<file path="src/rtl/seq_carry_select_adder.sv">
// seq_carry_select_adder
// Multi-cycle carry-select adder. Each cycle one BLOCK-bit slice of the
// operands is added twice (carry-in 0 and carry-in 1) and the registered
// block carry picks the right result, i.e. the carry-select mux stage is
// unrolled in time.
//
// Handshake rules (both sides): a transfer happens on a rising clk edge
// where valid and ready are both 1. A producer holds its valid and payload
// stable until that edge. in_ready is high only in IDLE and out_valid only in
// DONE, both decoded from the state register, so neither ever depends
// combinationally on an input.
module seq_carry_select_adder #(
   parameter int WIDTH = 32,
   parameter int BLOCK = 4
) (
   input  logic             clk,
   input  logic             rst_n,
   input  logic             in_valid,
   output logic             in_ready,
   input  logic [WIDTH-1:0] a,
   input  logic [WIDTH-1:0] b,
   input  logic             c_in,
   output logic             out_valid,
   input  logic             out_ready,
   output logic [WIDTH-1:0] sum,
   output logic             c_out,
   output logic             overflow
);

   localparam int NBLK = WIDTH / BLOCK;
   localparam int IDXW = (NBLK > 1) ? $clog2(NBLK) : 1;

   // Slices must tile the operand exactly.
   generate
      if ((BLOCK < 1) || (WIDTH % BLOCK != 0)) begin : g_bad_block
         $error("seq_carry_select_adder: WIDTH must be a multiple of BLOCK");
      end
   endgenerate

   typedef enum logic [1:0] {
      IDLE = 2'd0,
      CALC = 2'd1,
      DONE = 2'd2
   } state_t;

   // state is kept as a named signal so assertions and checkers can bind to it.
   state_t state;
   state_t state_nxt;

   logic [WIDTH-1:0] a_r;
   logic [WIDTH-1:0] b_r;
   logic             carry_r;
   logic [IDXW-1:0]  idx;

   logic [BLOCK-1:0] a_s;
   logic [BLOCK-1:0] b_s;
   logic [BLOCK-1:0] s0;
   logic [BLOCK-1:0] s1;
   logic [BLOCK-1:0] s_sel;
   logic             c0;
   logic             c1;
   logic             carry_nxt;
   logic             last;
   int unsigned      base;

   // State register.
   always_ff @(posedge clk) begin
      if (!rst_n) begin
         state <= IDLE;
      end else begin
         state <= state_nxt;
      end
   end

   // Next-state logic: accept in IDLE, walk NBLK slices, wait for consumer.
   always_comb begin
      state_nxt = state;
      case (state)
         IDLE:    if (in_valid) state_nxt = CALC;
         CALC:    if (last) state_nxt = DONE;
         DONE:    if (out_ready) state_nxt = IDLE;
         default: state_nxt = IDLE;
      endcase
   end

   // Handshake outputs decoded from state only.
   always_comb begin
      in_ready  = (state == IDLE);
      out_valid = (state == DONE);
   end

   // Current slice: both carry hypotheses and the block-carry select.
   always_comb begin
      base      = 32'(idx) * 32'(BLOCK);
      last      = (idx == IDXW'(NBLK - 1));
      a_s       = a_r[base +: BLOCK];
      b_s       = b_r[base +: BLOCK];
      {c0, s0}  = {1'b0, a_s} + {1'b0, b_s};
      {c1, s1}  = {1'b0, a_s} + {1'b0, b_s} + {{BLOCK{1'b0}}, 1'b1};
      s_sel     = carry_r ? s1 : s0;
      carry_nxt = c0 | (carry_r & c1);
   end

   // Datapath: latch operands on accept, build the sum one slice per cycle.
   always_ff @(posedge clk) begin
      if (!rst_n) begin
         a_r      <= '0;
         b_r      <= '0;
         carry_r  <= 1'b0;
         idx      <= '0;
         sum      <= '0;
         c_out    <= 1'b0;
         overflow <= 1'b0;
      end else begin
         case (state)
            IDLE: begin
               if (in_valid) begin
                  a_r     <= a;
                  b_r     <= b;
                  carry_r <= c_in;
                  idx     <= '0;
               end
            end
            CALC: begin
               sum[base +: BLOCK] <= s_sel;
               carry_r            <= carry_nxt;
               idx                <= idx + IDXW'(1);
               if (last) begin
                  c_out    <= carry_nxt;
                  // Last slice holds the MSB, so s_sel's top bit is sum[MSB].
                  overflow <= (a_r[WIDTH-1] == b_r[WIDTH-1]) &&
                              (s_sel[BLOCK-1] != a_r[WIDTH-1]);
               end
            end
            default: begin
            end
         endcase
      end
   end

endmodule

</file>
<file path="config.mk">
export PLATFORM = sky130hd
export DESIGN_NAME = seq_carry_select_adder
export DESIGN_NICKNAME = d
export VERILOG_FILES = /design/src/rtl/seq_carry_select_adder.sv
export SDC_FILE = /design/constraint.sdc
export NUM_CORES = 1
export LEC_CHECK = 0
export ABC_AREA = 1
export BUFFER_PORTS_ARGS = -buffer_cell sky130_fd_sc_hd__buf_2
export CAP_MARGIN = 10
export CORE_MARGIN = 1
export CORE_UTILIZATION = 45
export CTS_BUF_LIST = sky130_fd_sc_hd__clkbuf_8 sky130_fd_sc_hd__clkbuf_16
export DETAILED_ROUTE_END_ITERATION = 6
export HOLD_SLACK_MARGIN = 0.06
export PLACE_DENSITY = 0.68
export SYNTH_ARGS = -nofsm -noshare
export SYNTH_HDL_FRONTEND = slang
export SYNTH_SLANG_ARGS = --single-unit
</file>
<file path="constraint.sdc">
create_clock -name clk -period 6.8 [get_ports clk]
set_input_delay 0.34 -clock clk [delete_from_list [all_inputs] [get_ports clk]]
set_output_delay 0.34 -clock clk [all_outputs]
set_load 0.005 [all_outputs]
</file>
==> flow_metrics.py <==
metrics = {
    "setup_path": {
        "cp.arrival_ps": 3830,
        "worstSetupEndpointType": "flip-flop",
        "slowest_stage": "fa_1",
        "critical_path.max_stage_delay_ps": 530,
        "reg2reg_slack_ps": 3270,
        "critical_path_class": "flip-flop to flip-flop",
        "crit_chain": "buf_4 > inv_2 > o21ai_0 > o22ai_1 > nor2_1 > a31oi_1 > ha_1 > inv_1 > fa_1 > inv_1 > ha_1 > nand2_1 > o21ai_0 > nand2_1 > nor2_1 > nand2_1 > a21oi_1",
        "crit_required_ps": 7100,
        "cp_max_fo": 47,
        "startpoint_type": "flip-flop",
        "cpMostUsedCell": "nand2_1",
    },
    "cts": {
        "cts_buffers": 9,
        "cts_tree": "built",
        "clk_path_buf_depth": 2,
        "cts_setup_buffers": 0,
        "cts.sinks": 104,
        "cts.repair.resized": 0,
        "htreeDepth": 3,
        "clk_pin_slew_worst_paths_ps": 110,
        "hold_buffers": 0,
        "insertion_delay_ps": 370,
        "cts_root_buf": "clkbuf_8",
    },
    "synth": {
        "synth_area_leaders": "dfxtp_1 (45%), nor2_1 (16%), o21ai_0 (14%)",
        "yosysTopAreaCellShare_pct": 44.5,
        "async_flop_share_pct": 0,
        "synthSimpleGateAreaFrac_pct": 24.2,
        "synth_area_per_cell_um2": 7.33,
        "synthCells": 638,
        "syn_area_mm2": 0.00468,
        "synth_edf_count": 0,
        "synth_compound_area_share_pct": 20.8,
        "yosysWarnings": 0,
        "synth_top_cell_by_area": "dfxtp_1",
        "synth-main-ff-cell": "dfxtp_1",
        "synth_top_family_by_area": "simple AND/OR/NAND/NOR gates",
        "yosysUniqueCellTypes": 31,
        "yosys_register_bits": 104,
        "synthMuxAreaShare_pct": 0,
        "synth-adder-area-share_pct": 3.64,
        "seq_area_frac_synth_pct": 44.5,
        "synth-xor-area-share_pct": 0.187,
        "synth.net_count": 720,
    },
    "run_status": {
        "status": "complete, no violations",
    },
    "global_routing": {
        "grt.total_usage_pct": 21.4,
        "grt_pass1_wl_um": 19000,
        "grt-ovfl-total": 0,
        "grt_pass1_vias": 3969,
        "grt_start_max_net_pins": 101,
        "antenna_found_initial": 0,
    },
    "floorplan": {
        "rows": 36,
        "coreArea_mm2": 0.00991,
        "die_h_um": 104,
        "die-area_mm2": 0.0108,
        "die_x_um": 104,
        "io_pins": 105,
        "start_util_pct": 47.2,
    },
    "timing": {
        "finalSetupViolCount": 0,
        "fmax_mhz": 284,
        "rsz0062_at_grt": "false",
        "maxSlewViolCount": 0,
        "hold_viol": 0,
        "tns_ps": 0,
        "max_slew_margin_pct": 31.0,
        "min_period_ps": 3530,
        "fin_crit_sh_pct": 51.9,
        "worstMarginPinSlew_ps": 1030,
        "fin_worst_skew_ps": 10.5,
    },
    "route": {
        "antenna_left": 0,
        "vias_per_cell": 5.07,
        "drc": 0,
        "avgRoutedWirePerCell_um": 13.1,
        "drtIter0Drc": 184,
        "wirelength_um": 11200,
        "dr.pass1.iters": 4,
        "via_count": 4338,
    },
    "flow_run": {
        "cap_violations": 0,
    },
    "power": {
        "peakVddDrop_v": 0.000107,
        "p_per_area_mw_per_mm2": 243,
        "leakagePower_nw": 2.45,
    },
    "layout": {
        "fin_area_mm2": 0.00539,
        "multiInputGateArea_mm2": 0.00228,
        "layout-drive-gt1-share_pct": 19.9,
        "n_fill_cell": 991,
        "nets": 799,
        "utilization_pct": 54.3,
        "diodes": 0,
        "syn_to_final_growth_pct": 15.2,
        "seq_area_mm2": 0.00208,
    },
    "worst_hold_path": {
        "hold_path.class": "primary input to flip-flop",
    },
    "placement": {
        "placedInstanceArea_mm2": 0.00520,
        "place_hpwl_um": 8060,
        "place.gp.congestion": 0.887,
        "port-buffer-count": 104,
    },
}
==> area by class of cell <==
class                           count  area share, %
Clock buffer                       10           2.56
Clock inverter                      6          0.953
Inverter                           32           2.25
Multi-Input combinational cell    463           42.4
Sequential cell                   104           38.7
Tap cell                          133           3.09
Timing Repair Buffer              107           10.1
==> report_power, final <==
part,internal [mW],switching (mW)
sequential,0.647,0.0265
clock,0.149,0.220
combinational,0.0936,0.171
total,0.889,0.417
==> metal layers <==
metal | vias to the layer above | wire [um] | track usage [%]
met5 | - | 0 | 0
met4 | 0 | 112 | 5.31
met3 | 13 | 520 | 3.45
met2 | 110 | 4970 | 33.5
met1 | 1942 | 5600 | 30.6
li1 | 2273 | - | -
==> layout by cell type (no fill, tap or decap) <==
cell type / count
inv_6: 2
nand3_2: 1
fa_1: 1
nor2_2: 2
clkbuf_8: 10
a31oi_1: 7
inv_8: 1
ha_1: 12
nor3_4: 3
o22ai_1: 8
o21ai_1: 2
nor3_1: 3
nand2_4: 2
nor2_1: 198
dfxtp_1: 104
o221ai_1: 2
o21a_1: 1
a21oi_1: 36
nand2_2: 2
nand4_1: 2
clkinv_4: 2
o21ai_0: 131
o21bai_1: 1
buf_4: 3
inv_2: 7
clkinv_2: 2
buf_2: 104
nand3_1: 18
nor4_4: 3
xnor2_1: 1
nand2_1: 27
inv_1: 24
==> Yosys cell counts, drive strengths merged (3+ instances only) <==
library cell  count
o21ai           133
nand2            31
inv              31
nor2            200
buf              19
nand3            19
o22ai             8
a31oi             7
ha               12
a21oi            36
nor4              3
clkbuf           20
nor3              6
dfxtp           104
==> path summary, 6_finish.rpt <==
path / startpoint / end / cells past startpoint
setup / recovery: idx[0] / sum[25] / 17
hold / removal: a[22] / a_r[22] / 3
setup reg to reg: idx[0] / sum[25] / 17
hold reg to reg: b_r[12] / b_r[12] / 2
==> registers in the layout, summed over array words and instances, names as in the netlist <==
| signal | cells |
|---|---|
| carry_r | 1 |
| idx | 3 |
| sum | 32 |
| c_out | 1 |
| b_r | 32 |
| a_r | 32 |
| overflow | 1 |
| state | 2 |
==> critical path: cells and delay by family (launching register included) <==
family                     cells  cell delay, ps
AOI/OAI and AO/OA              5             780
buffers and inverters          4             880
adders and majority gates      3            1000
and+or+nand+nor                5             490
DFF                            1             310
==> per-stage QoR <==
| step | total power [mW] | setup WS (ps) | std cells | hold WS [ps] |
|---|---|---|---|---|
| detailed placement | 0.951 | 3290 | 839 | 470 |
| CTS | 1.31 | 3290 | 855 | 207 |
| floorplan | 0.878 | 3990 | 638 | 449 |
| global placement | 0.940 | 3450 | 839 | 466 |
| global route | 1.38 | 2890 | 855 | 214 |
| finish | 1.31 | 3270 | 855 | 214 |
==> cell families after synthesis <==
group | Yosys count
adders and majority gates | 13
buffers and inverters | 71
AOI/OAI and AO/OA | 188
DFF | 104
xor gates and xnor gates | 1
and+or+nand+nor | 261
No activity file was read; power rests on OpenSTA's default activity.
